$ cat src/rtl/lsu_pkg.sv
// Shared constants, state encoding and request legality check for the load/store controller.
package lsu_pkg;

  // RV32I load/store width and sign codes
  localparam logic [2:0] F3_B  = 3'd0;
  localparam logic [2:0] F3_H  = 3'd1;
  localparam logic [2:0] F3_W  = 3'd2;
  localparam logic [2:0] F3_BU = 3'd4;
  localparam logic [2:0] F3_HU = 3'd5;

  // Controller state encoding
  typedef logic [2:0] lsu_state_t;
  localparam lsu_state_t ST_IDLE   = 3'd0;
  localparam lsu_state_t ST_LOAD   = 3'd1;
  localparam lsu_state_t ST_RMW_RD = 3'd2;
  localparam lsu_state_t ST_WRITE  = 3'd3;
  localparam lsu_state_t ST_RESP   = 3'd4;

  // A request is legal when its width code exists for its direction and the
  // byte offset is naturally aligned for that width.
  function automatic logic is_legal(input logic       we,
                                    input logic [2:0] funct3,
                                    input logic [1:0] off);
    logic ok;
    case (funct3)
      F3_B:    ok = 1'b1;
      F3_H:    ok = ~off[0];
      F3_W:    ok = (off == 2'b00);
      F3_BU:   ok = ~we;
      F3_HU:   ok = ~we & ~off[0];
      default: ok = 1'b0;
    endcase
    return ok;
  endfunction

endpackage

$ cat src/rtl/lsu_align.sv
// Byte-lane datapath: extracts and extends load data, and merges sub-word store data into a word.
module lsu_align
  import lsu_pkg::*;
(
  input  logic [31:0] i_word,
  input  logic [1:0]  i_off,
  input  logic [2:0]  i_funct3,
  input  logic [31:0] i_old,
  input  logic [31:0] i_wdata,
  output logic [31:0] o_load,
  output logic [31:0] o_store
);

  logic [7:0]  w_byte;
  logic [15:0] w_half;
  logic [31:0] w_mask;
  logic [31:0] w_lane;

  // Select the addressed byte and halfword lanes (little-endian)
  always_comb begin
    w_byte = i_word[7:0];
    case (i_off)
      2'd0:    w_byte = i_word[7:0];
      2'd1:    w_byte = i_word[15:8];
      2'd2:    w_byte = i_word[23:16];
      default: w_byte = i_word[31:24];
    endcase
    w_half = i_off[1] ? i_word[31:16] : i_word[15:0];
  end

  // Sign- or zero-extend the selected lane according to the width code
  always_comb begin
    o_load = i_word;
    case (i_funct3)
      F3_B:    o_load = {{24{w_byte[7]}}, w_byte};
      F3_H:    o_load = {{16{w_half[15]}}, w_half};
      F3_BU:   o_load = {24'd0, w_byte};
      F3_HU:   o_load = {16'd0, w_half};
      default: o_load = i_word;
    endcase
  end

  // Replace only the targeted lane(s) of the previously read word
  always_comb begin
    w_mask = 32'hFFFF_FFFF;
    w_lane = i_wdata;
    case (i_funct3)
      F3_B: begin
        w_mask = 32'h0000_00FF << {i_off, 3'b000};
        w_lane = {4{i_wdata[7:0]}};
      end
      F3_H: begin
        w_mask = 32'h0000_FFFF << {i_off[1], 4'b0000};
        w_lane = {2{i_wdata[15:0]}};
      end
      default: begin
        w_mask = 32'hFFFF_FFFF;
        w_lane = i_wdata;
      end
    endcase
    o_store = (i_old & ~w_mask) | (w_lane & w_mask);
  end

endmodule

$ cat src/rtl/lsu_ctrl.sv
// Load/store controller: turns RV32I byte/half/word accesses into word accesses on the data memory.
module lsu_ctrl
  import lsu_pkg::*;
#(
  parameter int unsigned ADDR_W = 32,
  parameter int unsigned DATA_W = 32
) (
  input  logic              clk,
  input  logic              rst,
  input  logic              mem_req,
  input  logic              mem_we,
  input  logic [2:0]        funct3,
  input  logic [ADDR_W-1:0] addr,
  input  logic [DATA_W-1:0] wdata,
  output logic [DATA_W-1:0] rdata,
  output logic              done,
  output logic              err,
  output logic              busy,
  output logic [ADDR_W-1:0] dm_address,
  output logic [DATA_W-1:0] dm_write_data,
  output logic              dm_mem_write,
  input  logic [DATA_W-1:0] dm_read_data
);

  lsu_state_t        r_state;
  logic [ADDR_W-1:0] r_addr;
  logic [DATA_W-1:0] r_wdata;
  logic [2:0]        r_f3;
  logic              r_we;
  logic              r_err;
  logic [DATA_W-1:0] r_old;
  logic [DATA_W-1:0] r_rdata;

  logic [DATA_W-1:0] w_load;
  logic [DATA_W-1:0] w_store;

  lsu_align u_align (
    .i_word   (dm_read_data),
    .i_off    (r_addr[1:0]),
    .i_funct3 (r_f3),
    .i_old    (r_old),
    .i_wdata  (r_wdata),
    .o_load   (w_load),
    .o_store  (w_store)
  );

  // Request sequencing, operand latching, RMW capture and load result register
  always_ff @(posedge clk) begin
    if (rst) begin
      r_state <= ST_IDLE;
      r_addr  <= '0;
      r_wdata <= '0;
      r_f3    <= 3'd0;
      r_we    <= 1'b0;
      r_err   <= 1'b0;
      r_old   <= '0;
      r_rdata <= '0;
    end else begin
      case (r_state)
        ST_IDLE: begin
          if (mem_req) begin
            r_addr  <= addr;
            r_wdata <= wdata;
            r_f3    <= funct3;
            r_we    <= mem_we;
            if (!is_legal(mem_we, funct3, addr[1:0])) begin
              r_err   <= 1'b1;
              r_state <= ST_RESP;
            end else begin
              r_err <= 1'b0;
              if (!mem_we)             r_state <= ST_LOAD;
              else if (funct3 == F3_W) r_state <= ST_WRITE;
              else                     r_state <= ST_RMW_RD;
            end
          end
        end
        ST_LOAD: begin
          r_rdata <= w_load;
          r_state <= ST_RESP;
        end
        ST_RMW_RD: begin
          r_old   <= dm_read_data;
          r_state <= ST_WRITE;
        end
        ST_WRITE: r_state <= ST_RESP;
        ST_RESP:  r_state <= ST_IDLE;
        default:  r_state <= ST_IDLE;
      endcase
    end
  end

  // Status and memory-side outputs decoded from the current state
  always_comb begin
    busy          = (r_state != ST_IDLE);
    done          = (r_state == ST_RESP);
    err           = done & r_err;
    rdata         = r_rdata;
    dm_address    = busy ? {r_addr[ADDR_W-1:2], 2'b00} : '0;
    dm_write_data = (r_state == ST_WRITE) ? w_store : '0;
    // WRITE is only reachable for stores; reset gates an in-flight write immediately
    dm_mem_write  = (r_state == ST_WRITE) && r_we && !rst;
  end

endmodule

$ cat config.mk
export PLATFORM = sky130hd
export DESIGN_NAME = lsu_ctrl
export DESIGN_NICKNAME = d
export VERILOG_FILES = /design/src/rtl/lsu_pkg.sv /design/src/rtl/lsu_align.sv /design/src/rtl/lsu_ctrl.sv
export SDC_FILE = /design/constraint.sdc
export NUM_CORES = 1
export LEC_CHECK = 0
export CAP_MARGIN = 30
export CELL_PAD_IN_SITES_DETAIL_PLACEMENT = 1
export CELL_PAD_IN_SITES_GLOBAL_PLACEMENT = 1
export CORE_ASPECT_RATIO = 2
export CORE_MARGIN = 3
export CORE_UTILIZATION = 36
export CTS_CLUSTER_DIAMETER = 60
export DETAILED_ROUTE_END_ITERATION = 10
export PLACE_DENSITY_LB_ADDON = 0.05
export SLEW_MARGIN = 40
export SYNTH_ARGS = -nofsm -noshare
export SYNTH_HDL_FRONTEND = slang
export SYNTH_SLANG_ARGS = --single-unit
$ cat constraint.sdc
create_clock -name clk -period 3.7 [get_ports clk]
set_clock_uncertainty 0.2 [all_clocks]
set_input_delay 0.555 -clock clk [delete_from_list [all_inputs] [get_ports clk]]
set_output_delay 0.555 -clock clk [all_outputs]
set_load 0.05 [all_outputs]
==> summary.txt, run 1 <==
Placed design
  • DP HPWL: 17.4 mm
  • RD Place Congestion: 0.885
  • # port buffers: 200
  • Dpl cell area: 8780 µm²
  • Pre-CTS WS: 851 ps

Layout
  • Antenna Cells: 0
  • Register area: 2720 µm²
  • Share of cells above drive strength 1: 0.0990
  • Area Overhead vs Synth: 47.4%
  • Fin area: 9380 µm²
  • Nets: 1110
  • Area of the multi-input gates: 3330 µm²
  • Fillers: 2089

STA
  • Final Hold Viols: 0
  • Period Utilization, post-route: 0.881
  • Setup ws final: 442 ps
  • Max-slew violation count: 0
  • Final setup violation count: 0
  • Fmax: 0.307 GHz
  • Total negative slack: 0 ps
  • Slew @ Worst Pin: 766 ps
  • RSZ-0062 raised after global routing: false
  • Fin crit period: 3260 ps
  • Max-slew headroom: 0.487

Critical path
  • Crit end category: primary output
  • RR Startpoint: r_addr[1]
  • Reg2reg end: rdata[19]
  • Worst r2r path cells: 5
  • Worst setup path category: reg -> out
  • Crit path DAT: 2500 ps
  • R2R setup slack: 1380 ps
  • CP required: 2940 ps
  • Critical Path Start Type: register
  • Crit Path Max Fanout: 16

Floorplanning
  • Die Span Y: 194 µm
  • Die Wd: 100 µm
  • Die ar.: 19400 µm²
  • Row count: 68
  • Initial Util: 0.368
  • I/O Pins: 203
  • Core area: 17300 µm²

Pwr
  • Peak VDD IR: 0.299 mV
  • Combinational power share: 0.189
  • PD cells: 443 nW/µm²
  • Sw Share: 0.291
  • Switching power: 1.21 mW
  • Int Power: 2.94 mW
  • Leak: 3.29 nW
  • Sequential share of power: 0.389
  • Clk pwr share: 0.423

Min path
  • Hold_sp: rst
  • Hold Crit Depth: 2
  • Worst Hold End: r_addr[27]
  • Min-Delay Path Class: in -> reg

Clocking
  • Clock tree buffer depth: 2
  • Post-CTS Setup Inserts: 0
  • Clk sink count: 136
  • CTS tree: yes
  • CTS H-tree lvls: 4
  • CTS Root Buffer Type: clkbuf_16
  • Inserted Clock Buffers: 17
  • CTS resizes: 0
  • CTS clk-pin slew, worst paths: 60 ps
  • Skew-Pair Late Insertion Delay: 420 ps
  • Post-CTS Hold Buffers: 0

Synthesis
  • Synthesized area: 6360 µm²
  • Sequential share of the synthesized area: 0.428
  • Post-synth top area share: 0.428
  • Post-synth top flop: dfxtp_1
  • Yosys reg bits: 136
  • Largest area contributor in the netlist: dfxtp_1
  • Mapped Cells: 843
  • Yosys warns: 0
  • Synth area leaders: dfxtp_1 43%, nand2_1 15%, a21oi_1 8.7%
  • Average size of a mapped cell: 7.55 µm²
  • Ys async rst share: 0
  • Post-synth cell types: 47
  • Post-synth EDFFs: 0

Global routing
  • Total gr overflow: 0
  • GRT Total Usage: 0.241
  • Vias in the first global route: 6614
  • Largest net degree at the start of global routing: 67
  • Initial antenna violation count: 0
  • First-pass GRT wire length: 36.6 mm

Drt
  • TritonRoute pass-1 iters: 4
  • Via-per-instance ratio: 5.23
  • Wire per inst: 18.9 µm
  • Post-route ant nets: 0
  • Detailed Route Iter0 Violations: 192
  • DR vias: 6430
  • DRC: 0
  • Routed WL: 23.2 mm

Status
  • Status: completed

Run
  • Max Cap Viol: 0
[area by class of cell]
| cell class | count | share of cell area |
|---|---|---|
| clock buffer | 20 | 0.0487 |
| clock inverter | 12 | 0.0160 |
| inverter | 3 | 0.00120 |
| multi-input combinational | 633 | 0.355 |
| sequential | 136 | 0.290 |
| tap | 210 | 0.0280 |
| timing repair buffer | 216 | 0.261 |
[flip-flops by register name (all words and copies together), names as in the netlist]
name and flops:
r_addr 32, r_old 32, r_wdata 32, rdata 32
r_f3 3, r_state 3, r_err 1, r_we 1
[power by group through the flow]
stage | registers (mW) | clock network, mW | logic [mW]
2_1_floorplan | 1.68 | 0 | 0.433
3_3_place_gp | 1.64 | 0 | 0.779
3_5_place_dp | 1.65 | 0 | 0.787
4_1_cts | 1.61 | 1.80 | 0.791
5_1_grt | 1.62 | 1.86 | 0.853
6_report | 1.61 | 1.76 | 0.783
[routing by layer]
metal / up-vias / routed length [µm] / track usage
met3: 36 / 941 / 0.0457
met1: 3056 / 8580 / 0.254
met5: - / 0 / 0
li1: 3169 / - / -
met2: 169 / 12600 / 0.444
met4: 0 / 1080 / 0.122
[cells by family after synthesis]
| family | count (synthesis) | synth area share |
|---|---|---|
| multiplexers | 33 | 0.0531 |
| flip-flops | 136 | 0.428 |
| AND/OR/NAND/NOR | 391 | 0.265 |
| other | 1 | 0.000589 |
| buffers and inverters | 75 | 0.0517 |
| AO/OA/AOI/OAI | 207 | 0.202 |
[synthesized netlist by cell type (2+ instances only)]
cell and instances:
nand2_1 262, dfxtp_1 136, a21oi_1 111, nor2_1 54, clkbuf_1 48, a211oi_1 33
nor2b_1 32, mux2i_1 27, o21ai_0 20, buf_2 17, nor3_1 15, a311oi_1 9
nand3b_1 9, a31o_1 6, mux2_2 6, o211ai_1 6, buf_4 5, and2_1 4
a2111oi_1 3, a31oi_1 3, inv_1 3, nand2b_1 3, a2111oi_2 2, a21o_1 2
a21oi_2 2, nor3b_1 2, o21ai_2 2, o221ai_1 2
[through the flow]
stage / std cells / power [mW] / hold WS [ps] / util
floorplan: 844 / 2.11 / 232 / -
global placement: 1198 / 2.42 / 237 / 0.508
detailed placement: 1198 / 2.43 / 245 / 0.508
CTS: 1230 / 4.20 / 157 / 0.543
global route: 1230 / 4.34 / 168 / 0.543
finish: 1230 / 4.15 / 178 / 0.543
[cell usage in the layout (no fill, tap or decap), types with 4 or more instances in the layout]
cell type        instances
nand2_1                261
a211oi_1                33
buf_4                   17
nand3b_1                 9
nor2_1                  54
mux2_2                   6
a311oi_1                 9
nor3_1                  14
a21oi_1                111
clkbuf_16               17
a31o_1                   6
dfxtp_1                136
and2_1                   4
clkdlybuf4s50_1        166
clkinv_2                 4
buf_12                  33
o211ai_1                 6
o21ai_0                 20
nor2b_1                 32
mux2i_1                 27
[critical path, stage by stage (launching register included)]
cell      delay (ps)
dfxtp_1          400
nor2_2           550
buf_4            320
nand2_1           80
a311oi_1         530
buf_12           210
[worst max path at each step]
stage                  from                 to  cells past startpoint
floorplan           r_f3[2]  dm_write_data[20]                      5
global placement    r_f3[2]  dm_write_data[20]                      5
detailed placement  r_f3[2]  dm_write_data[20]                      5
CTS                 r_f3[2]  dm_write_data[20]                      5
global route        r_f3[2]  dm_write_data[29]                      6
finish              r_f3[2]  dm_write_data[20]                      5
Power figures use the tool's default switching activity.
==> run 2: changes to the inputs <==
Settings changed: SLEW_MARGIN 40 to unset.
==> results of run 2 <==
No change in the layout: final DEF, timing and power equal those of run 1.
